$ cat config.mk
export PLATFORM = sky130hd
export DESIGN_NAME = ysyx_22050612_ifu_flat
export DESIGN_NICKNAME = d
export VERILOG_FILES = /design/src/rtl/ysyx_22050612_ifu_if.sv /design/src/rtl/ysyx_22050612_ifu.sv /design/src/flat_wrapper.sv
export SDC_FILE = /design/constraint.sdc
export NUM_CORES = 1
export LEC_CHECK = 0
export CAP_MARGIN = 20
export CORE_MARGIN = 8
export CORE_UTILIZATION = 52
export DETAILED_ROUTE_END_ITERATION = 10
export PLACE_DENSITY = 0.87
export SLEW_MARGIN = 15
export SYNTH_ARGS = -nofsm -noshare
export SYNTH_HDL_FRONTEND = slang
export SYNTH_SLANG_ARGS = --single-unit
$ cat constraint.sdc
create_clock -name clk -period 6.2 [get_ports clk]
set_input_delay 1.55 -clock clk [delete_from_list [all_inputs] [get_ports clk]]
set_output_delay 1.55 -clock clk [all_outputs]
set_load 0.05 [all_outputs]
$ cat src/rtl/ysyx_22050612_ifu_if.sv
// Fetch-unit bus bundle: instruction-memory request/response, decode handoff and redirect.
// master = fetch unit, slave = the environment (memory, decode and execute).
interface ysyx_22050612_ifu_if #(
    parameter int ADDR_W = 64
);
    logic              imem_req_valid;
    logic              imem_req_ready;
    logic [ADDR_W-1:0] imem_addr;
    logic              imem_resp_valid;
    logic [31:0]       imem_resp_data;
    logic              inst_valid;
    logic              inst_ready;
    logic [31:0]       inst;
    logic [ADDR_W-1:0] inst_pc;
    logic              redirect_valid;
    logic [ADDR_W-1:0] redirect_pc;

    modport master (
        output imem_req_valid, imem_addr, inst_valid, inst, inst_pc,
        input  imem_req_ready, imem_resp_valid, imem_resp_data,
               inst_ready, redirect_valid, redirect_pc
    );

    modport slave (
        input  imem_req_valid, imem_addr, inst_valid, inst, inst_pc,
        output imem_req_ready, imem_resp_valid, imem_resp_data,
               inst_ready, redirect_valid, redirect_pc
    );
endinterface

$ cat src/rtl/ysyx_22050612_ifu.sv
// Instruction fetch: one outstanding imem read, result held for decode until consumed.
// Best case one instruction per 3 cycles; decode backpressure holds the word and blocks new requests.
module ysyx_22050612_ifu #(
    parameter int                ADDR_W   = 64,
    parameter logic [ADDR_W-1:0] RESET_PC = 64'h8000_0000,
    parameter int                CNT_W    = 64
) (
    input  logic                    clk,
    input  logic                    rst_n,
    ysyx_22050612_ifu_if.master     bus,
    output logic [CNT_W-1:0]        fetch_cnt
);
    localparam logic [31:0] NOP = 32'h0000_0013;

    typedef enum logic [1:0] {S_REQ, S_WAIT, S_HOLD} state_t;

    state_t            state_q, state_d;
    logic [ADDR_W-1:0] pc_q, pc_d;
    logic              drop_q, drop_d;
    logic [31:0]       inst_q, inst_d;
    logic [ADDR_W-1:0] inst_pc_q, inst_pc_d;
    logic [CNT_W-1:0]  cnt_q, cnt_d;
    logic              run_q;
    logic [ADDR_W-1:0] redirect_tgt;

    assign redirect_tgt = bus.redirect_pc & ~ADDR_W'(3);

    // run_q keeps the request line low until the first edge after reset release
    always_ff @(posedge clk or negedge rst_n) begin
        if (!rst_n) begin
            state_q   <= S_REQ;
            pc_q      <= RESET_PC;
            drop_q    <= 1'b0;
            inst_q    <= NOP;
            inst_pc_q <= '0;
            cnt_q     <= '0;
            run_q     <= 1'b0;
        end else begin
            state_q   <= state_d;
            pc_q      <= pc_d;
            drop_q    <= drop_d;
            inst_q    <= inst_d;
            inst_pc_q <= inst_pc_d;
            cnt_q     <= cnt_d;
            run_q     <= 1'b1;
        end
    end

    always_comb begin
        state_d   = state_q;
        pc_d      = pc_q;
        drop_d    = drop_q;
        inst_d    = inst_q;
        inst_pc_d = inst_pc_q;
        cnt_d     = cnt_q;
        case (state_q)
            S_REQ: begin
                if (run_q && bus.imem_req_ready) begin
                    state_d = S_WAIT;
                    // accepted request still carries the old pc; its data must be thrown away
                    if (bus.redirect_valid) begin
                        pc_d   = redirect_tgt;
                        drop_d = 1'b1;
                    end
                end else if (bus.redirect_valid) begin
                    pc_d = redirect_tgt;
                end
            end
            S_WAIT: begin
                if (bus.imem_resp_valid) begin
                    state_d = S_REQ;
                    drop_d  = 1'b0;
                    if (bus.redirect_valid) begin
                        pc_d = redirect_tgt;
                    end else if (!drop_q) begin
                        state_d   = S_HOLD;
                        inst_d    = bus.imem_resp_data;
                        inst_pc_d = pc_q;
                    end
                end else if (bus.redirect_valid) begin
                    pc_d   = redirect_tgt;
                    drop_d = 1'b1;
                end
            end
            S_HOLD: begin
                if (bus.redirect_valid) begin
                    state_d = S_REQ;
                    pc_d    = redirect_tgt;
                end else if (bus.inst_ready) begin
                    state_d = S_REQ;
                    pc_d    = pc_q + ADDR_W'(4);
                    cnt_d   = cnt_q + CNT_W'(1);
                end
            end
            default: state_d = S_REQ;
        endcase
    end

    assign bus.imem_req_valid = (state_q == S_REQ) && run_q;
    assign bus.imem_addr      = pc_q;
    assign bus.inst_valid     = (state_q == S_HOLD);
    assign bus.inst           = inst_q;
    assign bus.inst_pc        = inst_pc_q;
    assign fetch_cnt          = cnt_q;
endmodule

$ cat src/flat_wrapper.sv
// flat-port wrapper written by rule: the top's interface ports become plain ports
module ysyx_22050612_ifu_flat 
#(
    parameter int                ADDR_W   = 64,
    parameter logic [ADDR_W-1:0] RESET_PC = 64'h8000_0000,
    parameter int                CNT_W    = 64
)
  (clk, rst_n, fetch_cnt, bus_imem_req_valid, bus_imem_addr, bus_inst_valid, bus_inst, bus_inst_pc, bus_imem_req_ready, bus_imem_resp_valid, bus_imem_resp_data, bus_inst_ready, bus_redirect_valid, bus_redirect_pc);
  ysyx_22050612_ifu_if #(.ADDR_W(ADDR_W)) bus_i ();
  input  logic clk;
  input  logic rst_n;
  output logic [CNT_W-1:0] fetch_cnt;
  output wire logic [$bits(bus_i.imem_req_valid)-1:0] bus_imem_req_valid;
  output wire logic [$bits(bus_i.imem_addr)-1:0] bus_imem_addr;
  output wire logic [$bits(bus_i.inst_valid)-1:0] bus_inst_valid;
  output wire logic [$bits(bus_i.inst)-1:0] bus_inst;
  output wire logic [$bits(bus_i.inst_pc)-1:0] bus_inst_pc;
  input wire logic [$bits(bus_i.imem_req_ready)-1:0] bus_imem_req_ready;
  input wire logic [$bits(bus_i.imem_resp_valid)-1:0] bus_imem_resp_valid;
  input wire logic [$bits(bus_i.imem_resp_data)-1:0] bus_imem_resp_data;
  input wire logic [$bits(bus_i.inst_ready)-1:0] bus_inst_ready;
  input wire logic [$bits(bus_i.redirect_valid)-1:0] bus_redirect_valid;
  input wire logic [$bits(bus_i.redirect_pc)-1:0] bus_redirect_pc;
  assign bus_imem_req_valid = bus_i.imem_req_valid;
  assign bus_imem_addr = bus_i.imem_addr;
  assign bus_inst_valid = bus_i.inst_valid;
  assign bus_inst = bus_i.inst;
  assign bus_inst_pc = bus_i.inst_pc;
  assign bus_i.imem_req_ready = bus_imem_req_ready;
  assign bus_i.imem_resp_valid = bus_imem_resp_valid;
  assign bus_i.imem_resp_data = bus_imem_resp_data;
  assign bus_i.inst_ready = bus_inst_ready;
  assign bus_i.redirect_valid = bus_redirect_valid;
  assign bus_i.redirect_pc = bus_redirect_pc;
  ysyx_22050612_ifu #(.ADDR_W(ADDR_W), .RESET_PC(RESET_PC), .CNT_W(CNT_W)) u_core (.clk(clk), .rst_n(rst_n), .bus(bus_i), .fetch_cnt(fetch_cnt));
endmodule
# Yosys cells after proc, flatten, opt, wreduce, memory -nomap -nowiden

Index checks and enable logic that the tools add are counted.

Eq/ne operators: 6
Reductions and logical operators: 11
Add/sub/neg operators: 2
Muxes and demuxes: 15
Bitwise gates (word level): 2

Operators with widths:

| cell                                                             | count |
|---|---|
| 64-bit 2-to-1 mux                                                | 3 |
| 64-bit case mux with 2 select lines                              | 1 |
| 64-bit by 1-bit adder with 64-bit output (second input constant) | 1 |
| 64-bit by 3-bit adder with 64-bit output (second input constant) | 1 |
| 2-bit 2-to-1 mux                                                 | 6 |
| 3-bit AND reduction                                              | 3 |
| 2-bit case mux with 3 select lines                               | 1 |
| 2-bit by 1-bit != test with 1-bit output (second input constant) | 2 |
| 4-bit AND reduction                                              | 1 |
| 2-bit nonzero test                                               | 2 |
| 1-bit 2-to-1 mux                                                 | 3 |
| 3-bit by 1-bit != test with 1-bit output (second input constant) | 1 |
| 2-bit by 1-bit == test with 1-bit output (second input constant) | 1 |
| 2-bit == test (second input constant)                            | 1 |
| 1-bit logical AND                                                | 2 |
| 2-bit zero test                                                  | 1 |
| 2-bit != test (second input constant)                            | 1 |
| 1-bit inverter                                                   | 2 |
| 1-bit case mux with 2 select lines                               | 1 |
| 2-bit AND reduction                                              | 1 |
| 2-bit OR reduction                                               | 1 |

Flip-flop bits (word level): 228
Output and inout port bits: 226
Logic and storage cells: 43
Input port bits: 102

# Depth between registers and ports, before layout

Gate-level depths: netlist (run 1).

Depth after elaboration: 4
Depth in mapped cells: 9
Gate-level depth less buffers: 6

# Least setup slack after synthesis (run 1)

OpenSTA, ideal clock, no wires.

Path type: input to register
From: in bus_redirect_valid
To: reg u_core.cnt_q[43] (netlist: u_core.fetch_cnt[43])
Stages on the path: 6
Data required time: 6.054 ns
Data arrival time: 3.208 ns
Setup slack: 2.846 ns
Library setup time: 0.146 ns
Cells stage by stage: clkbuf_1 and4bb_2 nand4_1 or4b_2 nor4_1 xor2_1

Word-level cells in the longest chain between the ends: 2

Ends and longest elaborated chain:

| item                                 | RTL line                | text |
|---|---|---|
| start, declared                      | flat_wrapper.sv:22      | `input wire logic [$bits(bus_i.redirect_valid)-1:0] bus_redirect_valid;` |
| 1-bit inverter (no source line)      | --                      |  |
| 3-bit AND reduction (no source line) | --                      |  |
| end signal, assigned                 | ysyx_22050612_ifu.sv:44 | `cnt_q <= cnt_d;` |
| end, declared                        | ysyx_22050612_ifu.sv:22 | `logic [CNT_W-1:0] cnt_q, cnt_d;` |

Every way passes these cells.
A chain may end at the register's enable or synchronous reset.

# Worst setup path after layout (run 1)

From: in bus_inst_ready
To: reg u_core.cnt_q[43] (netlist: u_core.fetch_cnt[43])

Word-level cells in the longest chain between the ends: 1

Ends and longest elaborated chain:

| item                                 | RTL line           | text |
|---|---|---|
| start, declared                      | flat_wrapper.sv:21 | `input wire logic [$bits(bus_i.inst_ready)-1:0] bus_inst_ready;` |
| 3-bit AND reduction (no source line) | --                 |  |

Every way passes these cells.

==> results of run 1 <==
cells by family (layout without fill, tap and decap cells):
logic type	count (synthesis)	in the layout	share of synthesized area, %
buffers and inverters	85	392	3.05
and+or+nand+nor	443	443	21.0
xor gates and xnor gates	63	63	5.01
other	2	8	0.0681
adders and majority gates	2	2	0.227
muxes	93	93	9.47
DFF	224	224	50.9
AOI/OAI and AO/OA	173	173	10.3
metal layers:
metal | up-vias | GRT usage, % | part of all wire, %
met2 | 576 | 46.5 | 49
met5 | - | 0 | 0.035
met4 | 2 | 11.6 | 4.0
li1 | 4554 | - | -
met1 | 4960 | 32.8 | 37
met3 | 109 | 8.27 | 10
layout make-up:
| cell class | count | area share (%) |
|---|---|---|
| timing repair buffer | 331 | 21.8 |
| tap | 275 | 2.26 |
| antenna | 3 | 0.0493 |
| sequential | 224 | 36.8 |
| multi-input combinational | 779 | 33.6 |
| clock inverter | 10 | 0.542 |
| inverter | 18 | 0.443 |
| clock buffer | 33 | 4.50 |
state kept, by name, summed over array words and instances (netlist names):
name                  count
u_core.fetch_cnt         64
u_core.bus.imem_addr     62
u_core.bus.inst_pc       62
u_core.bus.inst          32
u_core.state_q            2
u_core.drop_q             1
u_core.run_q              1
where the power goes:
| part | internal, mW | total [mW] | switching, mW |
|---|---|---|---|
| Combinational | 0.951 | 2.74 | 1.79 |
| Clock | 0.816 | 1.41 | 0.593 |
| Sequential | 1.83 | 2.13 | 0.296 |
worst max-delay path, stage by stage:
cell             delay (ns)
clkdlybuf4s50_1        0.68
and4bb_2               0.59
nand4_1                0.24
or4b_2                 0.76
nor4_1                 0.27
xor2_1                 0.18
how the worst max path moves through the flow:
stage	start	cells past startpoint	end
floorplan	bus_redirect_valid	6	u_core.fetch_cnt[43]
global placement	bus_redirect_valid	6	u_core.bus.imem_addr[63]
detailed placement	bus_inst_ready	6	u_core.fetch_cnt[43]
CTS	u_core.state_q[0]	3	bus_imem_req_valid
global route	bus_redirect_valid	6	u_core.fetch_cnt[43]
finish	bus_inst_ready	6	u_core.fetch_cnt[43]
synthesized netlist by cell type, drive strengths merged, types with 25 or more instances:
| cell type | number | area (um^2) |
|---|---|---|
| o21ai | 34 | 170 |
| nor4 | 25 | 163 |
| xor2 | 38 | 333 |
| nand4 | 51 | 334 |
| nand2 | 91 | 342 |
| a21oi | 40 | 200 |
| dfrtp | 220 | 5510 |
| nand3 | 61 | 305 |
| clkbuf | 56 | 211 |
| nor3 | 57 | 285 |
| xnor2 | 25 | 219 |
| nor2 | 77 | 289 |
| mux2 | 90 | 1010 |
==> impl_metrics.json, run 1 <==
{
  "hold_start": "u_core.fetch_cnt[63]",
  "r2r_end": "u_core.bus.imem_addr[48]",
  "reg2reg_slack_ns": 3.28,
  "pin_count": 328,
  "rsz0062_at_grt": "false",
  "setup_viol": 0,
  "ys.warnings.count": 0,
  "finalHoldViolCount": 0,
  "fin_ws_ns": 2.37,
  "post_synth_inst_count": 1085,
  "cts_buffer_depth": 3,
  "fillCellCount": 1447,
  "crit_fanout": 15,
  "cts_root_buffer": "clkbuf_16",
  "endpoint_kind": "flop",
  "post_cts_buffers": 0,
  "antenna_found_initial": 4,
  "rows": 53,
  "finalInstanceArea_mm2": 0.0152,
  "dp_slack_ns": 1.92,
  "timing.fmax_mhz": 261,
  "drt_iter0_markers": 971,
  "ant_nets": 0,
  "avgSynthCellArea_um2": 10.2,
  "htreeDepth": 1,
  "synth_ff_type": "dfrtp_1",
  "crit_type": "in -> reg",
  "maxCapViolations": 0,
  "hold_path_end": "u_core.fetch_cnt[63]",
  "total_power_mw": 6.28,
  "cts.sinks": 224,
  "layoutNonFillerInstCount": 1673,
  "syn2layout_area_growth_pct": 38.2,
  "drv_slew": 0,
  "fin_setup_tns_ns": 0,
  "grt_pass1_vias": 10300,
  "numPlacedInstances": 1625,
  "drc": 0,
  "cp.required_ns": 6.64,
  "status": "finished, final reports clean",
  "core_mm2": 0.0209,
  "gp_congestion": 0.867,
  "layout-drive-gt1-share_pct": 11.8,
  "numCtsBuffers": 25,
  "grt_pass1_wl_um": 58500,
  "worst_pin_slew_ns": 1.15,
  "power_leakage_nw": 6.31,
  "synth_cell_types": 64,
  "start_util_pct": 52.8,
  "crit_path_start_kind": "input port",
  "post_dp_cell_area_mm2": 0.0144,
  "cts-resized-gates": 0,
  "layout.cells.most_common": "clkdlybuf4s50_1",
  "r2r_cells": 5,
  "finalCriticalPeriod_ns": 3.83,
  "ys_seq_area_share_pct": 50.9,
  "grtUsageTotal_pct": 27.7,
  "slew_headroom_pct": 22.6,
  "clkLatencyLatePin_ns": 0.53,
  "portBuffers": 321,
  "ff_latch_area_mm2": 0.00561,
  "power_density_mw_per_mm2": 412,
  "die_w_um": 162,
  "hold_ws_ns": 0.467,
  "clkTransAtPathRegs_ns": 0.06,
  "synth_edf_count": 0,
  "grt_overflow": 0,
  "die_h_um": 162,
  "vdd_drop_max_uv": 362,
  "rr_startpoint": "u_core.bus.imem_addr[5]",
  "cts_hold_buf": 0,
  "wl_per_cell_um": 22.3,
  "hpwl_um": 26100,
  "critPathArrivalTime_ns": 4.27,
  "synth.ff_latch_count": 224,
  "first_pass_iters": 5,
  "finClkSkew_ns": 0.0142,
  "die_area_mm2": 0.0261,
  "routed_via_density": 6.10,
  "mostFrequentLayoutCells": "clkdlybuf4s50_1, dfrtp_1, nand2_1",
  "nets": 1483,
  "routed_wl_um": 37200,
  "fin_util_pct": 72.9,
  "multi_input_area_mm2": 0.00512,
  "fin_crit_sh_pct": 61.8,
  "synth.cell_area_mm2": 0.0110,
  "whs_path_depth": 1,
  "grt_start_max_net_pins": 145,
  "vias": 10200,
  "cts_tree": "built",
  "hold_class": "reg -> reg",
  "async_flop_share_pct": 100
}
Power figures use the tool's default switching activity.
==> inputs of run 2 (changes only) <==
--- a/config.mk
+++ b/config.mk
@@ -7,9 +7,9 @@
 export LEC_CHECK = 0
 export CAP_MARGIN = 20
 export CORE_MARGIN = 8
-export CORE_UTILIZATION = 52
+export CORE_UTILIZATION = 43
 export DETAILED_ROUTE_END_ITERATION = 10
-export PLACE_DENSITY = 0.87
+export PLACE_DENSITY = 0.77
 export SLEW_MARGIN = 15
 export SYNTH_ARGS = -nofsm -noshare
 export SYNTH_HDL_FRONTEND = slang
==> constraint.sdc (replaced) <==
create_clock -name clk -period 3.3 [get_ports clk]
set_input_delay 0.825 -clock clk [delete_from_list [all_inputs] [get_ports clk]]
set_output_delay 0.825 -clock clk [all_outputs]
set_load 0.05 [all_outputs]
==> impl_metrics.json, run 2 (synthesized netlist as in run 1, its figures left out) <==
{
  "numCtsBuffers": 26,
  "fin_util_pct": 62.2,
  "layout.cells.most_common": "clkdlybuf4s50_1",
  "die_h_um": 176,
  "cp.required_ns": 2.47,
  "portBuffers": 321,
  "routed_wl_um": 36800,
  "maxCapViolations": 0,
  "fin_setup_tns_ns": 0,
  "gp_congestion": 0.869,
  "power_leakage_nw": 6.50,
  "routed_via_density": 5.70,
  "vias": 10000,
  "finalHoldViolCount": 0,
  "die_area_mm2": 0.0310,
  "ant_nets": 0,
  "crit_type": "reg -> out",
  "setup_viol": 0,
  "critPathArrivalTime_ns": 2.26,
  "endpoint_kind": "output pin",
  "rsz0062_at_grt": "false",
  "start_util_pct": 43.8,
  "fin_crit_sh_pct": 93.5,
  "grt_pass1_vias": 10000,
  "hpwl_um": 27000,
  "grt_pass1_wl_um": 57600,
  "htreeDepth": 1,
  "drt_iter0_markers": 1046,
  "largest_reg_flops": 64,
  "post_dp_cell_area_mm2": 0.0148,
  "finalCriticalPeriod_ns": 3.09,
  "cts_root_buffer": "clkbuf_16",
  "layout-drive-gt1-share_pct": 13.3,
  "antenna_found_initial": 5,
  "cts-resized-gates": 0,
  "cts_buffer_depth": 3,
  "clkLatencyLatePin_ns": 0.54,
  "rows": 58,
  "wl_per_cell_um": 20.9,
  "syn2layout_area_growth_pct": 42.2,
  "drc": 0,
  "cts_tree": "built",
  "crit_path_start_kind": "flop",
  "cts_hold_buf": 0,
  "nets": 1510,
  "power_density_mw_per_mm2": 767,
  "total_power_mw": 12.0,
  "core_mm2": 0.0252,
  "clkTransAtPathRegs_ns": 0.06,
  "cts.sinks": 224,
  "hold_class": "in -> async",
  "grt_overflow": 0,
  "finClkSkew_ns": 0.0151,
  "grtUsageTotal_pct": 22.9,
  "status": "finished, final reports clean",
  "drv_slew": 0,
  "die_w_um": 176,
  "crit_fanout": 12,
  "vdd_drop_max_uv": 658,
  "post_cts_buffers": 0,
  "worst_pin_slew_ns": 0.826,
  "pin_count": 328,
  "first_pass_iters": 5,
  "grt_start_max_net_pins": 83,
  "timing.fmax_mhz": 324,
  "slew_headroom_pct": 44.4,
  "finalInstanceArea_mm2": 0.0157,
  "mostFrequentLayoutCells": "clkdlybuf4s50_1, dfrtp_1, nand2_1"
}
[run 2: cell types whose count changed in the layout (fill, tap and decap cells not counted), moves of 2 or more]
cell      change
buf_4        +20
buf_12        +7
clkbuf_1      +6
clkinv_2      -4
clkbuf_8      +2
[run 2: final timing paths]
check | start | end | slack [ns] | cells after the start
min reg2reg | u_core.fetch_cnt[63] | u_core.fetch_cnt[63] | 0.48 | 1
max in group asynchronous | rst_n | u_core.bus.imem_addr[6] | 2.15 | 2
max | u_core.state_q[1] | bus_inst_valid | 0.21 | 3
min | rst_n | u_core.fetch_cnt[50] | 0.26 | 1
max reg2reg | u_core.bus.imem_addr[10] | u_core.bus.imem_addr[47] | 0.53 | 5
min in group clk | u_core.fetch_cnt[63] | u_core.fetch_cnt[63] | 0.48 | 1
[run 2: layout make-up]
type                    instances  area (um^2)
fillers                      1948         9510
flip-flops and latches        224         5610
multi-input cells             779         5120
repair buffers                357         3600
clock buffers                  42          761
well taps                     330          413
clock inverters                 6         91.3
inverters                      18         67.6
diodes                          3         7.51
[run 2: per-stage QoR]
stage                     setup slack, ns  hold WS, ns  instances
after CTS                           0.194        0.285       1756
after global placement              0.222        0.460       1708
after global routing                0.149        0.307       1759
final                               0.214        0.262       1759
after detailed placement            0.148        0.463       1708
after floorplan                     0.639        0.508       1088
[run 2: where the power goes]
part | total [mW] | internal [mW] | leakage [nW] | switching [mW]
Sequential | 3.97 | 3.45 | 2.76 | 0.524
Clock | 2.86 | 1.73 | 0.416 | 1.13
Combinational | 5.19 | 1.82 | 3.32 | 3.37
Total | 12.0 | 6.99 | 6.50 | 5.03
[run 2: routing by layer]
layer	global-route usage [%]	share of wire, %
met1	28.1	40
met2	38.7	48
met4	7.24	2.9
met5	0	0.068
met3	6.05	8.5
[run 2: worst max-delay path, cell delays in order, from the launching register on]
cell and delay (ns):
dfrtp_1 0.58, inv_1 0.15, nor2_1 0.17, clkdlybuf4s50_1 0.83
